===== src/rtl/common_types_pkg.sv =====
// Shared types and packing constants for the front-end sample packer.
// FEM_PACK_2BIT_EN selects 2-bit {sign,mag} samples (4 per byte) instead of 1-bit sign samples.
package common_types_pkg;

  typedef logic [7:0] byte_t;

`ifdef FEM_PACK_2BIT_EN
  localparam int SAMPLES_PER_BYTE = 4;
`else
  localparam int SAMPLES_PER_BYTE = 8;
`endif

  localparam int BITS_PER_SAMPLE = 8 / SAMPLES_PER_BYTE;

endpackage


===== src/rtl/byte_fifo.sv =====
// Synchronous first-word-fall-through byte FIFO; head is valid whenever not empty.
// Pointers carry one extra wrap bit so full and empty are distinguishable.
module byte_fifo
  import common_types_pkg::*;
#(
  parameter int DEPTH = 16
) (
  input  logic  clk,
  input  logic  nrst,
  input  logic  push,
  input  byte_t push_data,
  input  logic  pop,
  output byte_t head,
  output logic  empty,
  output logic  full
);

  localparam int AW = $clog2(DEPTH);

  byte_t       mem [DEPTH];
  logic [AW:0] wr_ptr_reg;
  logic [AW:0] rd_ptr_reg;
  logic        wr_en;
  logic        rd_en;

  assign empty = (wr_ptr_reg == rd_ptr_reg);
  assign full  = (wr_ptr_reg[AW] != rd_ptr_reg[AW]) &&
                 (wr_ptr_reg[AW-1:0] == rd_ptr_reg[AW-1:0]);

  // A pop frees a slot in the same cycle, so a full FIFO still accepts a push.
  assign rd_en = pop && !empty;
  assign wr_en = push && (!full || rd_en);

  always_ff @(posedge clk or negedge nrst) begin
    if (!nrst) begin
      wr_ptr_reg <= '0;
      rd_ptr_reg <= '0;
    end else begin
      if (wr_en) wr_ptr_reg <= wr_ptr_reg + 1'b1;
      if (rd_en) rd_ptr_reg <= rd_ptr_reg + 1'b1;
    end
  end

  always_ff @(posedge clk) begin
    if (wr_en) mem[wr_ptr_reg[AW-1:0]] <= push_data;
  end

  assign head = empty ? '0 : mem[rd_ptr_reg[AW-1:0]];

endmodule


===== src/rtl/fem_sample_packer.sv =====
// Decimates front-end samples and packs them MSB-first into bytes queued for a UART.
// Define FEM_PACK_2BIT_EN to pack {samp_sign, samp_mag} pairs instead of sign bits only.
module fem_sample_packer
  import common_types_pkg::*;
#(
  parameter int FIFO_DEPTH = 16,
  parameter int DECIM      = 1
) (
  input  logic        clk,
  input  logic        nrst,
  input  logic        sample_en,
  input  logic        samp_sign,
  input  logic        samp_mag,
  output byte_t       byte_data,
  output logic        byte_valid,
  input  logic        byte_ready,
  output logic        overflow,
  output logic [15:0] drop_count
);

  localparam logic [7:0] DECIM_LAST = 8'(DECIM - 1);
  localparam logic [2:0] BIT_LAST   = 3'(SAMPLES_PER_BYTE - 1);

  logic [7:0]  decim_cnt_reg;
  logic [2:0]  bit_cnt_reg;
  byte_t       shift_reg;
  byte_t       shift_next;
  logic        push_reg;
  byte_t       push_data_reg;
  logic        overflow_reg;
  logic [15:0] drop_count_reg;
  logic        take;
  logic        fifo_empty;
  logic        fifo_full;
  logic        pop;
  logic        drop;

  assign take = sample_en && (decim_cnt_reg == '0);

`ifdef FEM_PACK_2BIT_EN
  assign shift_next = {shift_reg[5:0], samp_sign, samp_mag};
`else
  logic unused_mag;
  assign unused_mag = samp_mag;
  assign shift_next = {shift_reg[6:0], samp_sign};
`endif

  assign pop  = !fifo_empty && byte_ready;
  assign drop = push_reg && fifo_full && !pop;

  always_ff @(posedge clk or negedge nrst) begin
    if (!nrst) begin
      decim_cnt_reg  <= '0;
      bit_cnt_reg    <= '0;
      shift_reg      <= '0;
      push_reg       <= 1'b0;
      push_data_reg  <= '0;
      overflow_reg   <= 1'b0;
      drop_count_reg <= '0;
    end else begin
      push_reg <= 1'b0;
      if (!sample_en) begin
        // Partial byte is abandoned; a pending completed byte still goes out.
        decim_cnt_reg <= '0;
        bit_cnt_reg   <= '0;
        shift_reg     <= '0;
      end else begin
        decim_cnt_reg <= (decim_cnt_reg == DECIM_LAST) ? '0 : decim_cnt_reg + 8'd1;
        if (take) begin
          if (bit_cnt_reg == BIT_LAST) begin
            push_reg      <= 1'b1;
            push_data_reg <= shift_next;
            bit_cnt_reg   <= '0;
            shift_reg     <= '0;
          end else begin
            bit_cnt_reg <= bit_cnt_reg + 3'd1;
            shift_reg   <= shift_next;
          end
        end
      end
      if (drop) begin
        overflow_reg <= 1'b1;
        if (drop_count_reg != 16'hFFFF) drop_count_reg <= drop_count_reg + 16'd1;
      end
    end
  end

  byte_fifo #(
    .DEPTH(FIFO_DEPTH)
  ) u_fifo (
    .clk      (clk),
    .nrst     (nrst),
    .push     (push_reg),
    .push_data(push_data_reg),
    .pop      (pop),
    .head     (byte_data),
    .empty    (fifo_empty),
    .full     (fifo_full)
  );

  assign byte_valid = !fifo_empty;
  assign overflow   = overflow_reg;
  assign drop_count = drop_count_reg;

endmodule


===== config.mk =====
export PLATFORM = sky130hd
export DESIGN_NAME = fem_sample_packer
export DESIGN_NICKNAME = d
export VERILOG_FILES = /design/src/rtl/common_types_pkg.sv /design/src/rtl/byte_fifo.sv /design/src/rtl/fem_sample_packer.sv
export SDC_FILE = /design/constraint.sdc
export NUM_CORES = 1
export LEC_CHECK = 0
export ABC_AREA = 1
export CAP_MARGIN = 20
export CORE_MARGIN = 2
export CORE_UTILIZATION = 25
export CTS_CLUSTER_DIAMETER = 150
export DETAILED_ROUTE_END_ITERATION = 8
export HOLD_SLACK_MARGIN = 0.08
export PLACE_DENSITY = 0.4
export REMOVE_ABC_BUFFERS = 1
export SYNTH_ARGS = -nofsm -noshare
export SYNTH_HDL_FRONTEND = slang
export SYNTH_SLANG_ARGS = --single-unit

===== constraint.sdc =====
create_clock -name clk -period 2.72 [get_ports clk]
set_clock_uncertainty 0.2 [all_clocks]
set_input_delay 0.272 -clock clk [delete_from_list [all_inputs] [get_ports clk]]
set_output_delay 0.272 -clock clk [all_outputs]
set_load 0.02 [all_outputs]

==> flow_summary.ini <==
[clocking]
cts_root_buffer = clkbuf_16
clkLatencyLatePin_ns = 0.44
clkSlewWorstSetupHoldPaths_ns = 0.08
cts_tree = done
cts_sinks = 182
cts.path.max_buffers = 2
cts_made_buffers = 17
h-tree-depth = 4

[sta]
hold_ws_ns = 0.237
fin_setup_tns_ns = 0
relSlewSlack_pct = 47.1
finalCritPeriodShare_pct = 94.6
timing.final.ws_setup_ns = 0.148
period_needed_ns = 2.57
worstMarginPinSlew_ns = 0.793
final-setup-viol-count = 0
finalHoldViolations = 0
slew_violations = 0
fmax_mhz = 389
rsz0062_at_grt = no

[global_route]
grt.total_usage_pct = 12.4
grt_max_degree = 49
grt_overflow = 0
grt_antenna_before_repair = 0
grt_pass1_vias = 5959
grt_pass1_wl_um = 33400

[placed_design]
portBuffers = 30
gp_congestion = 0.726
post-place-ws_ns = 0.0804
hpwl_um = 13400

[worst_setup_path]
startpoint = u_fifo.rd_ptr_reg[0]
path_max_fanout = 19
cp-start-kind = flip-flop
critPathRequiredTime_ns = 2.25
ff2ff_path_depth = 11
worstPathCellList = inv_4 -> buf_12 -> nand2_1 -> nand2_1 -> nand2_1 -> nor2_4 -> nand2_2 -> buf_4 -> dlygate4sd2_1
endpoint_kind = primary output
reg2reg_slack_ns = 0.48
cpMaxStageDelayCell = dfrtp_2
cp.arrival_ns = 2.10
cpMostUsedCell = nand2_1
rr_endpoint = u_fifo.mem[2][1]
path_class = reg2out
critPathMaxStageDelay_ns = 0.45
r2r-start = u_fifo.rd_ptr_reg[0]
cp-endpoint = byte_valid

[routing]
ant_nets = 0
finalWirelength_um = 21100
first_iter_violations = 342
vias_per_cell = 4.10
drt-pass1-iter-count = 4
drc = 0
routed-via-count = 5910
wl_per_cell_um = 14.6

[outcome]
status = complete, no violations

[synth]
synthMuxAreaShare_pct = 0
synth_top_family_by_area = simple AND/OR/NAND/NOR gates
synth_seq_cells = 182
synth_compound_area_share_pct = 1.73
seq_area_frac_synth_pct = 61.8
syn-instance-count = 916
synth_edf_count = 128
synthFlopType = edfxtp_1
synth_cell_type_count = 29
syn_avg_cell_area_um2 = 9.18
syn_area_mm2 = 0.00840
yosysWarnings = 0
yosys.area_share.simple_pct = 27.1
synthArstFlopShare_pct = 29.7
synthAdderAreaFrac_pct = 1.49
synth-xor-area-share_pct = 1.56

[final_layout]
largest_reg_flops = 128
layout.nets = 997
mostFrequentLayoutCells = nand2_1 (374), edfxtp_1 (128), inv_1 (90), nand3_1 (90), nor2_1 (60)
final_common_cell = nand2_1
nFillCells = 3533
antenna_cells = 0
drive_gt1_share_pct = 11.9
syn_to_final_growth_pct = 20.8

[power]
power_leakage_uw = 0.00447
ir_worst_vdd_mv = 0.478
cellPowerDensity_mw_per_mm2 = 817

[worst_hold_path]
worstHoldPathType = in2async

[die]
die_y_um = 187
ios = 32
die_area_mm2 = 0.0351
start_util_pct = 25.3
die_width_um = 187
core_mm2 = 0.0333
row_count = 67

[run]
drv_cap = 0
-- through the flow --
stage / area [um2] / util, % / cells / total power [uW]
floorplan: 8250 / - / 885 / 4600
detailed placement: 9480 / 28.5 / 1403 / 5850
global route: 10200 / 30.5 / 1442 / 8840
CTS: 10100 / 30.3 / 1439 / 8280
global placement: 9480 / 28.5 / 1403 / 5850
finish: 10200 / 30.5 / 1442 / 8290
-- cell usage after synthesis, types with 2 or more instances --
| cell type | number | area share (%) |
|---|---|---|
| dfrtp_1 | 54 | 16 |
| nor2_4 | 2 | 0.27 |
| xor2_1 | 8 | 0.83 |
| nor2_2 | 4 | 0.30 |
| xnor2_1 | 7 | 0.73 |
| nor2_1 | 60 | 2.7 |
| nand2_1 | 374 | 17 |
| nand3_1 | 91 | 5.4 |
| nand3b_1 | 2 | 0.18 |
| nand4_1 | 4 | 0.30 |
| nor3_1 | 2 | 0.12 |
| inv_1 | 91 | 4.1 |
| o21ai_0 | 18 | 1.1 |
| edfxtp_1 | 128 | 46 |
| buf_2 | 16 | 0.95 |
| clkbuf_1 | 9 | 0.40 |
| a21oi_1 | 10 | 0.60 |
| nand2_2 | 5 | 0.37 |
| buf_4 | 4 | 0.36 |
| nand3_2 | 2 | 0.24 |
| inv_2 | 8 | 0.36 |
| ha_1 | 10 | 1.5 |
-- routing by layer --
metal / vias to the layer above / wire, um / GRT usage, %
li1: 3052 / - / -
met1: 2765 / 10400 / 16.8
met2: 80 / 9830 / 20.3
met3: 13 / 672 / 2.38
met4: 0 / 212 / 3.21
met5: - / 0 / 0
-- cell families (layout without fill, tap and decap cells) --
family | after synthesis | count (layout)
and+or+nand+nor | 549 | 549
DFF | 182 | 182
buffers and inverters | 131 | 209
AOI/OAI and AO/OA | 29 | 29
xor gates and xnor gates | 15 | 15
adders and majority gates | 10 | 10
-- what timing repair did --
item,CTS,global route
buffers inserted,3,1
gates cloned,0,2
setup endpoints to repair,9,8
resized for setup,32,17
hold endpoints to repair,29,0
hold buffers,1,0
pin swaps,0,1
-- report_power, final --
part,internal (uW),switching [uW]
combinational,1080,1760
sequential,3000,81.9
clock,1200,1170
total,5290,3010
-- worst min-delay path by stage --
stage	endpoint	startpoint	slack [ns]	depth (start not counted)
finish	drop_count[9]	nrst	0.24	2
global route	decim_cnt_reg[6]	sample_en	0.25	3
CTS	decim_cnt_reg[6]	sample_en	0.22	3
detailed placement	drop_count[9]	nrst	0.20	1
global placement	drop_count[9]	nrst	0.20	1
floorplan	bit_cnt_reg[0]	nrst	-0.22	0
-- critical path: cells and delay by family (launching register included) --
| kind | cells | cell delay, ns |
|---|---|---|
| simple gates | 5 | 0.43 |
| buf+inv | 4 | 0.78 |
| flops | 1 | 0.45 |
-- layout make-up --
class	count	area [um2]	share of cell area, %
inverter	100	382	3.76
sequential	182	5200	51.2
multi-input combinational	603	2710	26.7
timing repair buffer	77	754	7.43
tap	448	561	5.52
clock inverter	13	115	1.13
clock buffer	19	433	4.26
Note: power is estimated with default switching activity, not from simulation.
